File: config.mk
export PLATFORM = sky130hd
export DESIGN_NAME = pixel_integrator
export DESIGN_NICKNAME = d
export VERILOG_FILES = /design/src/rtl/pixel_integrator_pkg.sv /design/src/rtl/pixel_integrator_chan.sv /design/src/rtl/pixel_integrator.sv
export SDC_FILE = /design/constraint.sdc
export NUM_CORES = 1
export LEC_CHECK = 0
export CAP_MARGIN = 20
export CORE_MARGIN = 1
export CORE_UTILIZATION = 45
export CTS_CLUSTER_DIAMETER = 100
export DETAILED_ROUTE_END_ITERATION = 12
export PLACE_DENSITY = 0.79
export SKIP_CTS_REPAIR_TIMING = 1
export SLEW_MARGIN = 20
export SYNTH_ARGS = -nofsm -noshare
export SYNTH_HDL_FRONTEND = slang
export SYNTH_SLANG_ARGS = --single-unit
File: constraint.sdc
create_clock -name clock -period 4.4 [get_ports clock]
set_clock_uncertainty 0.05 [all_clocks]
set_input_delay 0.66 -clock clock [delete_from_list [all_inputs] [get_ports clock]]
set_output_delay 0.66 -clock clock [all_outputs]
set_load 0.005 [all_outputs]
File: src/rtl/pixel_integrator_pkg.sv
// rtl/pixel_integrator_pkg.sv - mode encodings and clamp helpers for the pixel integrator
package pixel_integrator_pkg;

  localparam logic [1:0] MODE_FREE   = 2'b00;
  localparam logic [1:0] MODE_LINE   = 2'b01;
  localparam logic [1:0] MODE_FREEZE = 2'b10;

  // Midscale value 2^(w-1) of a w-bit accumulator
  function automatic logic [31:0] midscale(input int unsigned w);
    return 32'd1 << (w - 1);
  endfunction

  // Largest value a w-bit accumulator can hold
  function automatic logic [32:0] full_scale(input int unsigned w);
    return (33'd1 << w) - 33'd1;
  endfunction

  // acc +/- mag, clamped to [0, 2^w-1]; the extra top bit catches overflow
  function automatic logic [31:0] sat_add(input logic [31:0] acc, input logic [31:0] mag,
                                          input logic up, input int unsigned w);
    logic [32:0] sum;
    if (up) begin
      sum = {1'b0, acc} + {1'b0, mag};
      if (sum > full_scale(w)) sum = full_scale(w);
    end else if (mag > acc) begin
      sum = '0;
    end else begin
      sum = {1'b0, acc - mag};
    end
    return sum[31:0];
  endfunction

  // True when acc +/- mag lies outside [0, 2^w-1] and had to be clamped
  function automatic logic sat_hit(input logic [31:0] acc, input logic [31:0] mag,
                                   input logic up, input int unsigned w);
    if (up) return ({1'b0, acc} + {1'b0, mag}) > full_scale(w);
    return mag > acc;
  endfunction

endpackage

File: src/rtl/pixel_integrator_chan.sv
// rtl/pixel_integrator_chan.sv - one synchronised saturating accumulator channel
module pixel_integrator_chan
  import pixel_integrator_pkg::*;
#(
  parameter int ACC_W       = 5,
  parameter int SYNC_STAGES = 2,
  parameter int STEP_W      = 2
) (
  input  logic              clock,
  input  logic              reset,
  input  logic              comp_i,
  input  logic              vis_d_i,
  input  logic              ls_d_i,
  input  logic [STEP_W-1:0] step_i,
  input  logic [1:0]        mode_i,
  output logic [ACC_W-1:0]  acc_o,
  output logic              sat_o
);

  logic [SYNC_STAGES-1:0] sync_q;
  logic [ACC_W-1:0]       acc_q, acc_d;
  logic                   s_bit;
  logic                   load;
  logic                   step_en;

  assign s_bit   = sync_q[SYNC_STAGES-1];
  assign load    = ls_d_i && (mode_i == MODE_LINE);
  assign step_en = vis_d_i && (mode_i != MODE_FREEZE) && !load;
  assign acc_o   = acc_q;

  // Metastability chain on the asynchronous comparator bit
  always_ff @(posedge clock or posedge reset) begin
    if (reset) begin
      sync_q <= '0;
    end else begin
      sync_q[0] <= comp_i;
      for (int k = 1; k < SYNC_STAGES; k++) sync_q[k] <= sync_q[k-1];
    end
  end

  // Line restart beats freeze, freeze beats integration
  always_comb begin
    acc_d = acc_q;
    if (load)
      acc_d = ACC_W'(midscale(ACC_W));
    else if (step_en)
      acc_d = ACC_W'(sat_add(32'(acc_q), 32'(step_i), s_bit, ACC_W));
  end

  // Accumulator register
  always_ff @(posedge clock or posedge reset) begin
    if (reset) acc_q <= '0;
    else       acc_q <= acc_d;
  end

`ifdef PIXEL_INTEGRATOR_SAT_STATS_EN
  logic sat_q, sat_d;

  // Sticky clamp flag; a delayed line start clears it even if a clamp happens too
  always_comb begin
    sat_d = sat_q;
    if (ls_d_i)
      sat_d = 1'b0;
    else if (step_en && sat_hit(32'(acc_q), 32'(step_i), s_bit, ACC_W))
      sat_d = 1'b1;
  end

  // Saturation flag register
  always_ff @(posedge clock or posedge reset) begin
    if (reset) sat_q <= 1'b0;
    else       sat_q <= sat_d;
  end

  assign sat_o = sat_q;
`else
  assign sat_o = 1'b0;
`endif

endmodule

File: src/rtl/pixel_integrator.sv
// rtl/pixel_integrator.sv - comparator-stream pixel integrator top (option macro PIXEL_INTEGRATOR_SAT_STATS_EN)
module pixel_integrator
  import pixel_integrator_pkg::*;
#(
  parameter int CHANNELS    = 3,
  parameter int ACC_W       = 5,
  parameter int OUT_W       = 8,
  parameter int SYNC_STAGES = 2,
  parameter int STEP_W      = 2
) (
  input  logic                      clock,
  input  logic                      reset,
  input  logic [CHANNELS-1:0]       comp_in,
  input  logic                      visible,
  input  logic                      line_start,
  input  logic [STEP_W-1:0]         step,
  input  logic [1:0]                mode,
  input  logic [1:0]                gain,
  output logic [CHANNELS*OUT_W-1:0] pix_out,
  output logic                      pix_valid,
  output logic [CHANNELS*ACC_W-1:0] acc_out,
  output logic [CHANNELS-1:0]       sat_flag
);

  localparam logic [31:0] OUT_MAX = (32'd1 << OUT_W) - 32'd1;

  logic [SYNC_STAGES-1:0]    vis_q, ls_q;
  logic                      vis_d, ls_d;
  logic [CHANNELS*OUT_W-1:0] pix_q, pix_d;
  logic                      pix_valid_q;

  assign vis_d     = vis_q[SYNC_STAGES-1];
  assign ls_d      = ls_q[SYNC_STAGES-1];
  assign pix_out   = pix_q;
  assign pix_valid = pix_valid_q;

  // Accumulator scaled by 2^g in ACC_W+3 bits, then clamped to the output range
  function automatic logic [OUT_W-1:0] scale_out(input logic [ACC_W-1:0] a, input logic [1:0] g);
    logic [ACC_W+2:0] sc;
    sc = {3'b000, a} << g;
    if (32'(sc) > OUT_MAX) return OUT_W'(OUT_MAX);
    return OUT_W'(sc);
  endfunction

  // Delay visible/line_start so they line up with the synchronised comparator bits
  always_ff @(posedge clock or posedge reset) begin
    if (reset) begin
      vis_q <= '0;
      ls_q  <= '0;
    end else begin
      vis_q[0] <= visible;
      ls_q[0]  <= line_start;
      for (int k = 1; k < SYNC_STAGES; k++) begin
        vis_q[k] <= vis_q[k-1];
        ls_q[k]  <= ls_q[k-1];
      end
    end
  end

  for (genvar c = 0; c < CHANNELS; c++) begin : g_chan
    pixel_integrator_chan #(
      .ACC_W      (ACC_W),
      .SYNC_STAGES(SYNC_STAGES),
      .STEP_W     (STEP_W)
    ) u_chan (
      .clock  (clock),
      .reset  (reset),
      .comp_i (comp_in[c]),
      .vis_d_i(vis_d),
      .ls_d_i (ls_d),
      .step_i (step),
      .mode_i (mode),
      .acc_o  (acc_out[c*ACC_W +: ACC_W]),
      .sat_o  (sat_flag[c])
    );
  end

  // Gain-scaled colours during active video, black during blanking
  always_comb begin
    pix_d = '0;
    if (vis_d) begin
      for (int c = 0; c < CHANNELS; c++)
        pix_d[c*OUT_W +: OUT_W] = scale_out(acc_out[c*ACC_W +: ACC_W], gain);
    end
  end

  // Output register stage
  always_ff @(posedge clock or posedge reset) begin
    if (reset) begin
      pix_q       <= '0;
      pix_valid_q <= 1'b0;
    end else begin
      pix_q       <= pix_d;
      pix_valid_q <= vis_d;
    end
  end

endmodule

==> impl_results.md, run 1 <==
* Post-synth EDFFs at 0
* Final WS setup at 1340 ps
* Switching part of the total at 0.350
* H-tree depth at 2
* Clk_lat worst skew at 300 ps
* Die ar. at 6510 sq um
* Worst-case hold slack at 305 ps
* MaxCap Viol Count at 0
* TritonRoute pass-1 iters at 4
* Drt wl/cell at 15.2 um
* Fin crit share at 0.696
* CTS tree: done
* Post-synthesis register bit count at 50
* Pwr dens at 446 nW/um^2
* Slew HR at 0.449
* RSZ-0062 raised after global routing: false
* CP Max Fanout at 10
* IR drop worst, VDD at 199 uV
* Ys flop type: dfrtp_1
* Ant. Diodes at 0
* Sw Pwr at 0.534 mW
* CP delay by family, top: buffers and inverters
* I/O Pins at 56
* Worst hold path type: reg2reg
* GRT Util Overall at 0.193
* Placed cells at 384
* Worst Setup Path Type: in2reg
* Via density at 5.44
* CP max stage delay at 850 ps
* DP HPWL at 4300 um
* Clock power share at 0.216
* Final Hold Viols at 0
* Combinational group share of total power at 0.348
* Buffers plus inverters on the worst setup path at 2
* Sequential power share at 0.436
* Cell Chain, Critical Path: clkdlybuf4s50_1, inv_1, ha_1, nand2b_1, or4b_4, o31ai_4, o31ai_1, a21o_1
* First-pass GRT wire length at 9590 um
* Setup TNS at 0 ps
* Max Buffers Root-to-Sink at 2
* Share of the yosys chip area belonging to registers at 0.449
* Max Clock Freq at 0.327 GHz
* Max stage delay cell, worst path: clkdlybuf4s50_1
* Vias at 2132
* DR iter-0 viols at 131
* Reg clk slew, reported paths at 90 ps
* Tightest Pin Transition at 826 ps
* Die height at 80.7 um
* Final GP Congestion at 0.892
* Yosys warning total at 0
* Num Clock Sinks at 50
* Status: complete, no violations
* Post-Layout Cell Count at 392
* Critical Path End Type: flop
* Largest net degree at the start of global routing at 51
* Final net count at 347
* Crit path time final at 3060 ps
* Post-synth ARST share at 1.00
* Dpl ws at 993 ps
* Ratio of cells with drive above 1 in the final layout at 0.0473
* Synth Area per Inst at 10.1 sq um
* Grt ovf at 0
* Final setup fails at 0
* Mapped Area at 2790 sq um
* Initial antenna violation count at 0
* I/O Buffers at 52
* CTS Root Cell: clkbuf_8
* Rows at 28
* # fillers at 517
* Initial Util at 0.468
* Final WL at 5950 um
* Startpoint Class: primary input
* Post-Synthesis Cells at 275
* WP data arrival at 3220 ps
* Slew Limit Fails at 0
* Core ar. at 5960 sq um
* Post-synth cell types at 51
* Power Internal at 0.992 mW
* DRC at 0
* Area Overhead vs Synth at 23.0%
* Die X at 80.7 um
* Critical Path RT at 4550 ps
* Leak at 1.54 nW
* Total CTS buffers at 5
* Vias in the first global route at 2009
* Remaining antenna violation count after routing at 0
-- layer usage --
layer	wire length, um	vias up	global-route usage
met1	2630	1024	0.253
met5	0	-	0
met4	58	0	0.0589
met3	277	6	0.0307
met2	2980	65	0.325
li1	-	1037	-
-- synth_stat cells, types with 3 or more instances --
cell       number  share of area
nand2_1        20          0.027
o22ai_1         3         0.0067
fa_1            6          0.043
ha_1           12          0.054
o21ai_0         3         0.0054
and3_1          4         0.0090
buf_4           3         0.0081
and2_1          4         0.0090
o21a_1          3         0.0081
a22oi_1         5          0.013
nor2_1         16          0.022
inv_1          14          0.019
nor3_1          4         0.0072
o211a_1         3          0.011
dfrtp_1        50           0.45
clkbuf_1       13          0.018
buf_2           4         0.0072
nand2b_1        9          0.020
o2111ai_1       3         0.0094
a21oi_1        13          0.023
o211ai_1        3         0.0081
mux2_1          3          0.012
nand3_1         4         0.0072
nor2b_1        13          0.029
o21ai_1        14          0.025
mux2i_1        12          0.043
-- sequential cells by signal, indices dropped and copies added, names as in the netlist --
| signal | cells |
|---|---|
| vis_q | 2 |
| g_chan.u_chan.sync_q | 6 |
| pix_valid | 1 |
| ls_q | 2 |
| g_chan.u_chan.acc_o | 15 |
| pix_out | 24 |
-- cell type report --
class / instances / area [sq um] / share of cell area
clock inverter: 3 / 43.8 / 0.0128
tap: 75 / 93.8 / 0.0274
timing repair buffer: 53 / 528 / 0.154
clock buffer: 5 / 68.8 / 0.0201
inverter: 15 / 57.6 / 0.0168
sequential: 50 / 1250 / 0.365
multi-input combinational: 191 / 1380 / 0.404
-- metrics by stage --
| step | instance area, sq um | total power [mW] | util |
|---|---|---|---|
| floorplan | 2790 | 0.968 | - |
| global placement | 3310 | 1.18 | 0.556 |
| finish | 3430 | 1.53 | 0.575 |
| global route | 3430 | 1.63 | 0.575 |
| detailed placement | 3310 | 1.20 | 0.556 |
| CTS | 3420 | 1.53 | 0.575 |
-- logic make-up (layout without fill, tap and decap cells) --
kind of cell,after synthesis,after routing,synth area share
buffers and inverters,36,76,0.0571
adder cells (fa/ha/maj),18,18,0.0970
AND/OR/NAND/NOR,85,85,0.161
flip-flops,50,50,0.449
AO/OA/AOI/OAI,69,69,0.176
multiplexers,15,15,0.0553
other,1,3,0.00135
XOR/XNOR,1,1,0.00315
-- worst paths after layout --
path                                       startpoint                          to  depth (start not counted)  slack, ps
max in group asynchronous                       reset                 pix_out[14]                          2       3050
min in group asynchronous                       reset                  pix_out[5]                          2        770
hold / removal             g_chan[2].u_chan.sync_q[0]  g_chan[2].u_chan.sync_q[1]                          0        310
setup / recovery                              step[1]   g_chan[2].u_chan.acc_o[2]                          8       1340
hold reg to reg            g_chan[2].u_chan.sync_q[0]  g_chan[2].u_chan.sync_q[1]                          0        310
setup reg to reg            g_chan[2].u_chan.acc_o[1]   g_chan[2].u_chan.acc_o[2]                          6       2230
-- power by group through the flow --
stage / logic, mW / clock network, mW / registers (mW)
global placement: 0.510 / 0 / 0.669
CTS: 0.532 / 0.335 / 0.663
floorplan: 0.362 / 0 / 0.606
finish: 0.531 / 0.330 / 0.666
global route: 0.594 / 0.356 / 0.680
detailed placement: 0.527 / 0 / 0.673
-- cell usage in the layout, fill, tap and decap left out, types with 3 or more instances in the layout --
cell              n
a22oi_1           5
nand2b_1          9
nor2_1           16
a21oi_1          13
o21ai_0           3
o22ai_1           3
dfrtp_1          50
ha_1             12
nand3_1           4
mux2_1            3
mux2i_1          12
conb_1            3
clkbuf_8          5
nand2_1          20
and2_1            4
and3_1            4
o21a_1            3
o211ai_1          3
o21ai_1          14
inv_1            13
fa_1              6
nor3_1            4
o211a_1           3
o2111ai_1         3
clkdlybuf4s50_1  52
nor2b_1          13
No activity file was read; power rests on OpenSTA's default activity.
==> inputs of run 2 (changes only) <==
==> constraint.sdc (replaced) <==
create_clock -name clock -period 2.9 [get_ports clock]
set_clock_uncertainty 0.05 [all_clocks]
set_input_delay 0.435 -clock clock [delete_from_list [all_inputs] [get_ports clock]]
set_output_delay 0.435 -clock clock [all_outputs]
set_load 0.005 [all_outputs]
==> run 2 against run 1 <==
  * Global-route usage increased by 0.62 points
  * Die area unchanged
  * Final cell count increased by 1.0%
  * Design area increased by 0.84%
  * Critical endpoint unchanged
==> impl_results.md, run 2 (synthesis gave the netlist of run 1 again) <==
* Worst hold path type: reg2reg
* Commonest non-fill, non-tap cell in the layout: clkdlybuf4s50_1
* Final setup fails at 0 (unchanged)
* Startpoint Class: primary input
* Reg clk slew, reported paths at 90 ps (about the same)
* Max Clock Freq at 0.429 GHz
* Max Buffers Root-to-Sink at 2 (unchanged)
* DP HPWL at 4390 um (+2.1%)
* FF+latch area at 1250 sq um (unchanged)
* WL met3 at 332 um (+20%)
* I/O Buffers at 52 (unchanged)
* Max stage delay cell, worst path: clkdlybuf4s50_1
* Crit path depth at 7 (-1)
* WP data arrival at 2480 ps (-740 ps)
* Core ar. at 5960 sq um (unchanged)
* Most frequent cells in the layout: clkdlybuf4s50_1, dfrtp_1, nand2_1
* Final GP Congestion at 0.883 (-0.93%)
* Clock power share at 0.215 (about the same)
* Leak at 1.56 nW (+1.3%)
* CTS tree: done
* Setup TNS at 0 ps (unchanged)
* Worst R2R Path Depth at 6 (unchanged)
* TritonRoute pass-1 iters at 4 (unchanged)
* Tightest Pin Transition at 669 ps (-157 ps)
* Final WL at 6070 um (+2.0%)
* CP delay by family, top: buffers and inverters
* Die height at 80.7 um (unchanged)
* Die X at 80.7 um (unchanged)
* Routed wl met2 at 2940 um (-1.4%)
* Wl on met1 at 2720 um (+3.3%)
* Highest metal layer with signal wires: met4
* DRC at 0 (unchanged)
* I/O Pins at 56 (unchanged)
* Vias at 2175 (+2.0%)
* # fillers at 502 (-2.9%)
* Final net count at 351 (+1.2%)
* Num Clock Sinks at 50 (unchanged)
* GRT Util Overall at 0.199 (+0.00617)
* Drt wl/cell at 15.3 um (+1.0%)
* Switching part of the total at 0.349 (about the same)
* Worst-case hold slack at 304 ps (-1.08 ps)
* Pwr dens at 670 nW/um^2 (+50%)
* Rows at 28 (unchanged)
* Via density at 5.49 (+0.99%)
* Final core occ at 0.580 (+0.00483)
* Initial Util at 0.468 (unchanged)
* Fin crit share at 0.804
* Power Internal at 1.50 mW (+52%)
* Critical Path End Type: flop
* Area taken by multi-input logic gates at 1380 sq um (unchanged)
* Sequential power share at 0.437 (about the same)
* IR drop worst, VDD at 253 uV (+27%)
* Cell Chain, Critical Path: clkdlybuf4s50_1, ha_1, nand2b_1, or4b_4, o31ai_4, o31ai_1, a21o_1
* Ant. Diodes at 0 (unchanged)
* Clk_lat worst skew at 310 ps (about the same)
* First-pass GRT wire length at 9730 um (+1.4%)
* Area Overhead vs Synth at 24.0%
* CP max stage delay at 630 ps (-220 ps)
* CTS Root Cell: clkbuf_8
* RSZ-0062 raised after global routing: false
* Remaining antenna violation count after routing at 0 (unchanged)
* H-tree depth at 2 (unchanged)
* Sw Pwr at 0.808 mW (+51%)
* Vias in the first global route at 2087 (+3.9%)
* Slew HR at 0.554 (+0.105)
* DR iter-0 viols at 99 (-24%)
* Flip-flop count of the largest register after layout at 24 (unchanged)
* Ratio of cells with drive above 1 in the final layout at 0.0592 (+0.0119)
* Worst Setup Path Type: in2reg
* Hold Crit Depth at 0 (unchanged)
* MaxCap Viol Count at 0 (unchanged)
* Initial antenna violation count at 0 (unchanged)
* Buffers plus inverters on the worst setup path at 1 (-1)
* Total CTS buffers at 5 (unchanged)
* Combinational group share of total power at 0.348 (about the same)
* Die ar. at 6510 sq um (unchanged)
* Critical Path RT at 3050 ps (-1500 ps)
* Grt ovf at 0 (unchanged)
* Final Hold Viols at 0 (unchanged)
* Largest net degree at the start of global routing at 33 (-35%)
* Crit path time final at 2330 ps
* CP Max Fanout at 6 (-4)
* Slew Limit Fails at 0 (unchanged)
* Status: complete, no violations
-- run 2: path summary, 6_finish.rpt --
kind / start / to / slack [ps]
setup / recovery: step[0] / g_chan[2].u_chan.acc_o[2] / 570
hold / removal: g_chan[2].u_chan.sync_q[0] / g_chan[2].u_chan.sync_q[1] / 300
setup reg to reg: g_chan[2].u_chan.acc_o[1] / g_chan[2].u_chan.acc_o[2] / 760
hold reg to reg: g_chan[2].u_chan.sync_q[0] / g_chan[2].u_chan.sync_q[1] / 300
max in group asynchronous: reset / pix_out[10] / 1700
min in group asynchronous: reset / g_chan[0].u_chan.acc_o[4] / 490
-- run 2: power groups by stage --
stage | clock network (mW) | registers (mW) | logic (mW)
CTS | 0.510 | 1.01 | 0.806
floorplan | 0 | 0.919 | 0.550
finish | 0.497 | 1.01 | 0.805
detailed placement | 0 | 1.02 | 0.798
global route | 0.536 | 1.03 | 0.898
global placement | 0 | 1.01 | 0.774
-- run 2: worst register-to-register path, cell delays in order (launching register included) --
cell and delay (ps):
dfrtp_1 490, ha_1 350, nand2b_1 100, or4b_4 490
o31ai_4 260, o31ai_1 110, a21o_1 190
-- run 2: per-stage QoR --
stage                     std cells  cell area, sq um  total power [mW]  worst slack (ps)
after floorplan                 277              2790              1.47               896
after global placement          388              3340              1.79               309
after detailed placement        388              3340              1.82               245
after CTS                       396              3450              2.32               573
after global routing            396              3450              2.47               475
final                           396              3450              2.31               569
-- run 2: layout make-up --
type	instances	area share
Timing Repair Buffer	57	0.162
Tap cell	75	0.0272
Multi-Input combinational cell	191	0.400
Clock inverter	3	0.0127
Sequential cell	50	0.362
Inverter	15	0.0163
Clock buffer	5	0.0199
-- run 2: per-layer routing --
metal  up-vias  global-route usage
li1       1051                   -
met1      1035               0.252
met2        80               0.326
met3         9              0.0420
met4         0              0.0875
met5         -                   0
